**src/rtl/sort_engine_merge_stage_nway.sv**
```systemverilog
// -----------------------------------------------------------------------------
// sort_engine_merge_stage_nway
//
// Run-aware N-way merge stage for the sort engine merge tree. Each output group
// takes one sorted run from each of its RADIX input streams and emits a single
// merged sorted run whose final element carries `last`. Merged elements are
// buffered in a 2-entry FIFO per group, so input ready never depends on output
// ready, and a group sustains one element per clock.
//
// Optional feature macro: SORT_ENGINE_MERGE_STATS_EN
//   defined     -> adds run_cnt_o, a 16-bit wrapping count of merged runs
//                  popped from each group.
//   not defined -> run_cnt_o and its counters are absent.
//
// Parameters
//   DWIDTH        element width in bits
//   IN_DATA_CNT   number of input streams (a power of RADIX)
//   RADIX         merge fan-in per group (2 or 4)
//   DESCEND       0 = ascending, 1 = descending
//   OUT_DATA_CNT  derived, IN_DATA_CNT/RADIX (leave at its default)
//
// Ports
//   clk_i             clock
//   rst_n_i           asynchronous reset, active-low
//   data_in_i         input elements, group g owns streams g*RADIX .. g*RADIX+RADIX-1
//   data_in_val_i     per-stream input valid
//   data_in_last_i    per-stream final element of the current run
//   data_in_ready_o   per-stream input ready
//   data_out_o        merged elements, one per group
//   data_out_val_o    per-group output valid
//   data_out_last_o   per-group final element of the merged run
//   data_out_ready_i  per-group output ready
//   run_cnt_o         per-group merged-run counter (stats build only)
// -----------------------------------------------------------------------------
module sort_engine_merge_stage_nway #(
  parameter int DWIDTH       = 8,
  parameter int IN_DATA_CNT  = 16,
  parameter int RADIX        = 2,
  parameter bit DESCEND      = 1'b0,
  parameter int OUT_DATA_CNT = IN_DATA_CNT / RADIX
) (
  input  logic                           clk_i,
  input  logic                           rst_n_i,
  input  logic [IN_DATA_CNT*DWIDTH-1:0]  data_in_i,
  input  logic [IN_DATA_CNT-1:0]         data_in_val_i,
  input  logic [IN_DATA_CNT-1:0]         data_in_last_i,
  output logic [IN_DATA_CNT-1:0]         data_in_ready_o,
  output logic [OUT_DATA_CNT*DWIDTH-1:0] data_out_o,
  output logic [OUT_DATA_CNT-1:0]        data_out_val_o,
  output logic [OUT_DATA_CNT-1:0]        data_out_last_o,
  input  logic [OUT_DATA_CNT-1:0]        data_out_ready_i
`ifdef SORT_ENGINE_MERGE_STATS_EN
  ,
  output logic [OUT_DATA_CNT*16-1:0]     run_cnt_o
`endif
);

  localparam int SEL_W = $clog2(RADIX);

  // True when element a must leave before element b in the configured order.
  // Strict compare, so equal heads keep the lower stream index (stable merge).
  function automatic logic goes_first(input logic [DWIDTH-1:0] a,
                                      input logic [DWIDTH-1:0] b);
    logic res;
    if (DESCEND) begin
      res = (a > b);
    end else begin
      res = (a < b);
    end
    return res;
  endfunction

  genvar g;
  generate
    for (g = 0; g < OUT_DATA_CNT; g++) begin : g_grp
      logic [DWIDTH-1:0] head_s [RADIX];
      logic [RADIX-1:0]  val_s;
      logic [RADIX-1:0]  last_s;
      logic [RADIX-1:0]  ready_s;
      logic [RADIX-1:0]  sel_oh_s;
      logic [RADIX-1:0]  done_r;
      logic [SEL_W-1:0]  sel_s;
      logic [DWIDTH-1:0] best_s;
      logic              stall_s;
      logic              found_s;
      logic              push_s;
      logic              push_last_s;
      logic              pop_s;
      logic [1:0]        cnt_r;
      logic              val_r;
      logic              accept_en_r;
      logic [DWIDTH-1:0] e0_data_r;
      logic [DWIDTH-1:0] e1_data_r;
      logic              e0_last_r;
      logic              e1_last_r;

      // Slice this group's streams out of the flat input buses.
      always_comb begin
        for (int i = 0; i < RADIX; i++) begin
          head_s[i] = data_in_i[(g*RADIX+i)*DWIDTH +: DWIDTH];
          val_s[i]  = data_in_val_i[g*RADIX+i];
          last_s[i] = data_in_last_i[g*RADIX+i];
        end
      end

      // Pick the winning head among streams still inside the current run; a
      // missing head on any such stream makes the order unknown, so stall.
      always_comb begin
        stall_s = 1'b0;
        found_s = 1'b0;
        sel_s   = '0;
        best_s  = '0;
        for (int i = 0; i < RADIX; i++) begin
          if (!done_r[i]) begin
            if (!val_s[i]) begin
              stall_s = 1'b1;
            end else begin
              stall_s = stall_s;
            end
            if (!found_s || goes_first(head_s[i], best_s)) begin
              found_s = 1'b1;
              sel_s   = SEL_W'(i);
              best_s  = head_s[i];
            end else begin
              found_s = found_s;
            end
          end else begin
            found_s = found_s;
          end
        end
      end

      // Ready goes only to the winner, and only while the FIFO has room by its
      // registered count; the output ready never reaches this path.
      always_comb begin
        sel_oh_s        = '0;
        sel_oh_s[sel_s] = 1'b1;
        if (accept_en_r && found_s && !stall_s && (cnt_r != 2'd2)) begin
          ready_s = sel_oh_s;
        end else begin
          ready_s = '0;
        end
      end

      // A push closes the merged run when the winner ends its run and every
      // other stream of the group has already ended its run.
      always_comb begin
        push_s      = |(ready_s & val_s);
        push_last_s = last_s[sel_s] && ((done_r | sel_oh_s) == {RADIX{1'b1}});
        pop_s       = val_r && data_out_ready_i[g];
      end

      // Input ready is held low while in reset and for the first clock after.
      always_ff @(posedge clk_i or negedge rst_n_i) begin
        if (!rst_n_i) begin
          accept_en_r <= 1'b0;
        end else begin
          accept_en_r <= 1'b1;
        end
      end

      // Per-stream run-finished flags; all clear together when the run closes.
      always_ff @(posedge clk_i or negedge rst_n_i) begin
        if (!rst_n_i) begin
          done_r <= '0;
        end else if (push_s) begin
          if (push_last_s) begin
            done_r <= '0;
          end else if (last_s[sel_s]) begin
            done_r <= done_r | sel_oh_s;
          end else begin
            done_r <= done_r;
          end
        end else begin
          done_r <= done_r;
        end
      end

      // Two-entry shift FIFO: entry 0 is always the head and drives the
      // outputs straight from flops. A push never happens while full.
      always_ff @(posedge clk_i or negedge rst_n_i) begin
        if (!rst_n_i) begin
          cnt_r     <= 2'd0;
          val_r     <= 1'b0;
          e0_data_r <= '0;
          e0_last_r <= 1'b0;
          e1_data_r <= '0;
          e1_last_r <= 1'b0;
        end else begin
          case (cnt_r)
            2'd0: begin
              if (push_s) begin
                e0_data_r <= best_s;
                e0_last_r <= push_last_s;
                cnt_r     <= 2'd1;
                val_r     <= 1'b1;
              end else begin
                cnt_r <= 2'd0;
              end
            end
            2'd1: begin
              if (push_s && pop_s) begin
                e0_data_r <= best_s;
                e0_last_r <= push_last_s;
              end else if (push_s) begin
                e1_data_r <= best_s;
                e1_last_r <= push_last_s;
                cnt_r     <= 2'd2;
              end else if (pop_s) begin
                cnt_r <= 2'd0;
                val_r <= 1'b0;
              end else begin
                cnt_r <= 2'd1;
              end
            end
            2'd2: begin
              if (pop_s) begin
                e0_data_r <= e1_data_r;
                e0_last_r <= e1_last_r;
                cnt_r     <= 2'd1;
              end else begin
                cnt_r <= 2'd2;
              end
            end
            default: begin
              cnt_r <= 2'd0;
              val_r <= 1'b0;
            end
          endcase
        end
      end

      assign data_in_ready_o[g*RADIX +: RADIX]  = ready_s;
      assign data_out_o[g*DWIDTH +: DWIDTH]     = e0_data_r;
      assign data_out_last_o[g]                 = e0_last_r;
      assign data_out_val_o[g]                  = val_r;

`ifdef SORT_ENGINE_MERGE_STATS_EN
      logic [15:0] run_cnt_r;

      // Count merged runs leaving the group; wraps naturally at 16 bits.
      always_ff @(posedge clk_i or negedge rst_n_i) begin
        if (!rst_n_i) begin
          run_cnt_r <= 16'd0;
        end else if (pop_s && e0_last_r) begin
          run_cnt_r <= run_cnt_r + 16'd1;
        end else begin
          run_cnt_r <= run_cnt_r;
        end
      end

      assign run_cnt_o[g*16 +: 16] = run_cnt_r;
`endif
    end
  endgenerate

endmodule

```
**config.mk**
```make
export PLATFORM = sky130hd
export DESIGN_NAME = sort_engine_merge_stage_nway
export DESIGN_NICKNAME = d
export VERILOG_FILES = /design/src/rtl/sort_engine_merge_stage_nway.sv
export SDC_FILE = /design/constraint.sdc
export NUM_CORES = 1
export LEC_CHECK = 0
export ABC_AREA = 0
export CORE_ASPECT_RATIO = 2
export CORE_MARGIN = 10
export CORE_UTILIZATION = 45
export CTS_BUF_LIST = sky130_fd_sc_hd__clkbuf_8
export DETAILED_ROUTE_END_ITERATION = 12
export HOLD_SLACK_MARGIN = 0.15
export PLACE_DENSITY = 0.72
export SLEW_MARGIN = 10
export SYNTH_ARGS = -nofsm -noshare
export SYNTH_HDL_FRONTEND = slang
export SYNTH_SLANG_ARGS = --single-unit
```
**constraint.sdc**
```tcl
create_clock -name clk_i -period 5.62 [get_ports clk_i]
set_input_delay 0.562 -clock clk_i [delete_from_list [all_inputs] [get_ports clk_i]]
set_output_delay 0.562 -clock clk_i [all_outputs]
set_load 0.05 [all_outputs]
```
==> reports/metrics.yaml <==
die:
  die_w_um: 131
  dieArea_mm2: 0.0318
  pin_count: 266
  start_util_pct: 45.5
  coreArea_mm2: 0.0244
  num_rows: 81
  die_h_um: 242
cts:
  cts_resized: 0
  cts_tree: "built"
  cts_made_buffers: 17
  cts_max_level: 4
  clock_latency_ns: 0.48
  cts_root_buf: "clkbuf_8"
  clockBufferDepth: 2
  clk_pin_slew_ns: 0.08
  cts.sinks: 185
yosys:
  async_flop_share_pct: 100
  yosys.area.top_type: "dfrtp_1"
  synth_enable_flop_cells: 0
  synthMuxAreaShare_pct: 0.878
  synthAdderAreaFrac_pct: 6.30
  synthesis.instances: 1226
  ys_warn_count: 0
  synth_area_mm2: 0.0111
  synth_area_leaders: "dfrtp_1 (42%), ha_1 (6.3%), a21oi_1 (5.4%)"
  synth-main-ff-cell: "dfrtp_1"
  netlist.area_leader.share_pct: 41.6
  yosysUniqueCellTypes: 73
  syn_avg_cell_area_um2: 9.07
  synth_compound_gate_area_share_pct: 27.2
  yosysSeqAreaShare_pct: 41.6
  yosys_register_bits: 185
  synth-simple-area-share_pct: 18.7
  synth_top_family_by_area: "compound AO/OA/AOI/OAI gates"
  synthXorXnorAreaFrac_pct: 0
  synthesis.nets: 1452
timing:
  rsz0062_at_grt: "false"
  finalCritPeriodShare_pct: 84.3
  tightestPinTransition_ns: 1.21
  tns_ns: 0
  finalClockSkew_ns: 0.0135
  slew_violations: 0
  fmax_mhz: 211
  setup_viol: 0
  min_period_ns: 4.74
  max_slew_margin_pct: 19.0
  hold_viol_final: 0
  whs_ns: 0.489
  setup_slack_ns: 0.882
power_and_ir_drop:
  switchingPower_uw: 3070
  power_leakage_uw: 0.00574
  power.share.clock_pct: 14.1
  pwr-share-seq_pct: 34.1
  p_comb_share_pct: 51.8
  p_total_uw: 6590
  p_int_uw: 3520
  power.density_mw_per_mm2: 463
  irDropWorstVdd_mv: 0.372
  p_sw_share_pct: 46.6
routing:
  drt_iter0_drc: 556
  drt_first_pass_iters: 8
  via_per_inst: 5.85
  wl_per_cell_um: 19.1
  drc_errors: 0
  wirelength_mm: 34.0
  ant_nets: 0
  dr_total_vias: 10500
layout:
  nNetsFinal: 1660
  syn2layout_area_growth_pct: 28.1
  ff_latch_area_mm2: 0.00463
  drive_above_1_share_pct: 5.46
  fillers: 2233
  multi_input_area_mm2: 0.00591
  fin_cells: 1786
critical_path:
  crit_slowest_cell: "clkdlybuf4s50_1"
  worstSetupPathType: "reg -> out"
  cp_top_family: "buffers and inverters"
  critPathLaunchType: "flop"
  critical_path_arrival_ns: 4.18
  cp-end-kind: "output port"
  cp.buffers_inverters: 4
  critical_path.cell_chain: "buf_4, inv_1, nand2_1, ha_1, o211ai_1, o21ai_0, a221oi_2, buf_4, o21ai_0, nor2_1, clkdlybuf4s50_1"
  cp_slowest_stage_delay_ns: 0.74
  worstPathRequired_ns: 5.06
  worst-path-max-fanout: 18
placement:
  gp_congestion: 0.937
  dp_hpwl_mm: 27.0
  dp_slack_ns: 1.42
  placedCellCount: 1746
  port-buffer-count: 265
outcome:
  outcome: "finished clean"
grt:
  grt_pass1_vias: 10800
  grt_max_degree: 70
  grt_first_pass_wirelength_mm: 55.2
  antenna_found_initial: 7
  grtUsageTotal_pct: 21.2
  grt-ovfl-total: 0
worst_hold_path:
  worstHoldPathType: "reg -> reg"
run:
  maxCapViolCount: 0
## final timing paths
check | start | to | slack [ns] | cells past startpoint
worst max-delay path | g_grp[6].done_r[0] | data_in_ready_o[13] | 0.88 | 11
worst min-delay path | g_grp[6].e1_last_r | g_grp[6].e1_last_r | 0.49 | 2
worst max register to register | g_grp[6].done_r[0] | g_grp[6].e0_data_r[3] | 2.37 | 10
worst min register to register | g_grp[6].e1_last_r | g_grp[6].e1_last_r | 0.49 | 2
max in group asynchronous | rst_n_i | g_grp[1].e0_data_r[6] | 3.79 | 3
min in group asynchronous | rst_n_i | g_grp[0].e1_last_r | 0.64 | 2
## final cells by class
cell class / count / area share, %
Multi-Input combinational cell: 922 / 41.5
Sequential cell: 185 / 32.5
Timing Repair Buffer: 273 / 19.1
Tap cell: 332 / 2.92
Clock buffer: 23 / 2.22
Inverter: 35 / 0.923
Clock inverter: 9 / 0.677
Antenna cell: 7 / 0.123
## worst min-delay path: cells and delay by family, from the launching register on
family / cells / cell delay, ns
AO/OA/AOI/OAI: 1 / 0.06
flip-flops: 1 / 0.35
AND/OR/NAND/NOR: 1 / 0.05
## cells in the final DEF (no fill, tap or decap), types with 6 or more instances in the layout
cell,n
a21oi_1,121
or3_1,6
nor2b_1,24
a21boi_0,6
clkdlybuf4s50_1,264
a21o_1,9
a22oi_1,9
ha_1,56
a32oi_1,43
nand4_1,8
nand3b_1,9
inv_1,37
mux2_2,6
o21ai_0,53
o211ai_1,30
a31oi_1,44
clkbuf_8,24
a211oi_1,14
and2_1,6
dfrtp_1,185
o2111ai_1,11
nand2_1,96
a221oi_1,8
or2_2,9
nand3_1,10
nor2_1,132
o31ai_1,11
o22ai_1,47
nand2b_1,41
diode_2,7
nor3_1,22
or4b_2,8
nor4b_1,8
buf_4,7
## cell usage after synthesis (5+ instances only)
library cell	number
nand4_1	8
nand3b_1	9
or4b_2	8
a211oi_1	14
nor4b_1	8
a21o_1	9
nor2_1	132
a22oi_1	9
a31oi_1	44
ha_1	56
nor2b_1	24
clkbuf_1	40
nand2b_1	41
o22a_1	5
a2bb2oi_1	5
buf_4	19
nand3_1	10
a32oi_1	43
dfrtp_1	185
or2_2	9
buf_2	20
o31ai_1	11
a21boi_0	6
nand2_1	96
a221oi_1	8
o2111ai_1	11
inv_1	34
nor3_1	22
o21ai_0	53
or3_1	6
o211ai_1	30
and2_1	6
mux2_2	6
o22ai_1	47
a21oi_1	121
## flip-flops by register name, indices dropped and copies added, names as in the netlist
name               flops
g_grp.cnt_r           16
g_grp.e1_last_r        8
g_grp.e0_last_r        8
g_grp.done_r          16
g_grp.accept_en_r      1
g_grp.val_r            8
g_grp.e1_data_r       64
g_grp.e0_data_r       64
## stage by stage
stage	util, %	area (um2)
finish	58.3	14200
global route	58.3	14200
detailed placement	56.5	13800
CTS	58.2	14200
floorplan	-	11100
global placement	56.5	13800
## kinds of logic (layout without fill, tap and decap cells)
family | after synthesis | in the layout
fa+ha+maj | 56 | 56
buf+inv | 119 | 340
other cells | 1 | 8
mux | 9 | 9
compound gates | 449 | 449
flops | 185 | 185
simple gates | 407 | 407
## timing repair
item,in CTS,in global routing
hold buffers,1,0
endpoints found under the hold margin,67,0
buffers inserted,0,0
## power groups by stage
stage	logic, uW	registers, uW	clock network (uW)
floorplan	1970	2650	0
global placement	3370	2250	0
detailed placement	3420	2270	0
CTS	3440	2250	958
global route	3710	2330	1010
finish	3420	2250	927
## layer usage
layer  GRT usage, %  routed length (um)  up-vias
met5              0                   0        -
met4           11.3                1500        0
met3           4.92                1650       84
met2           39.6               18700      311
met1           20.9               12200     5031
li1               -                   -     5027
Power figures use the tool's default switching activity.
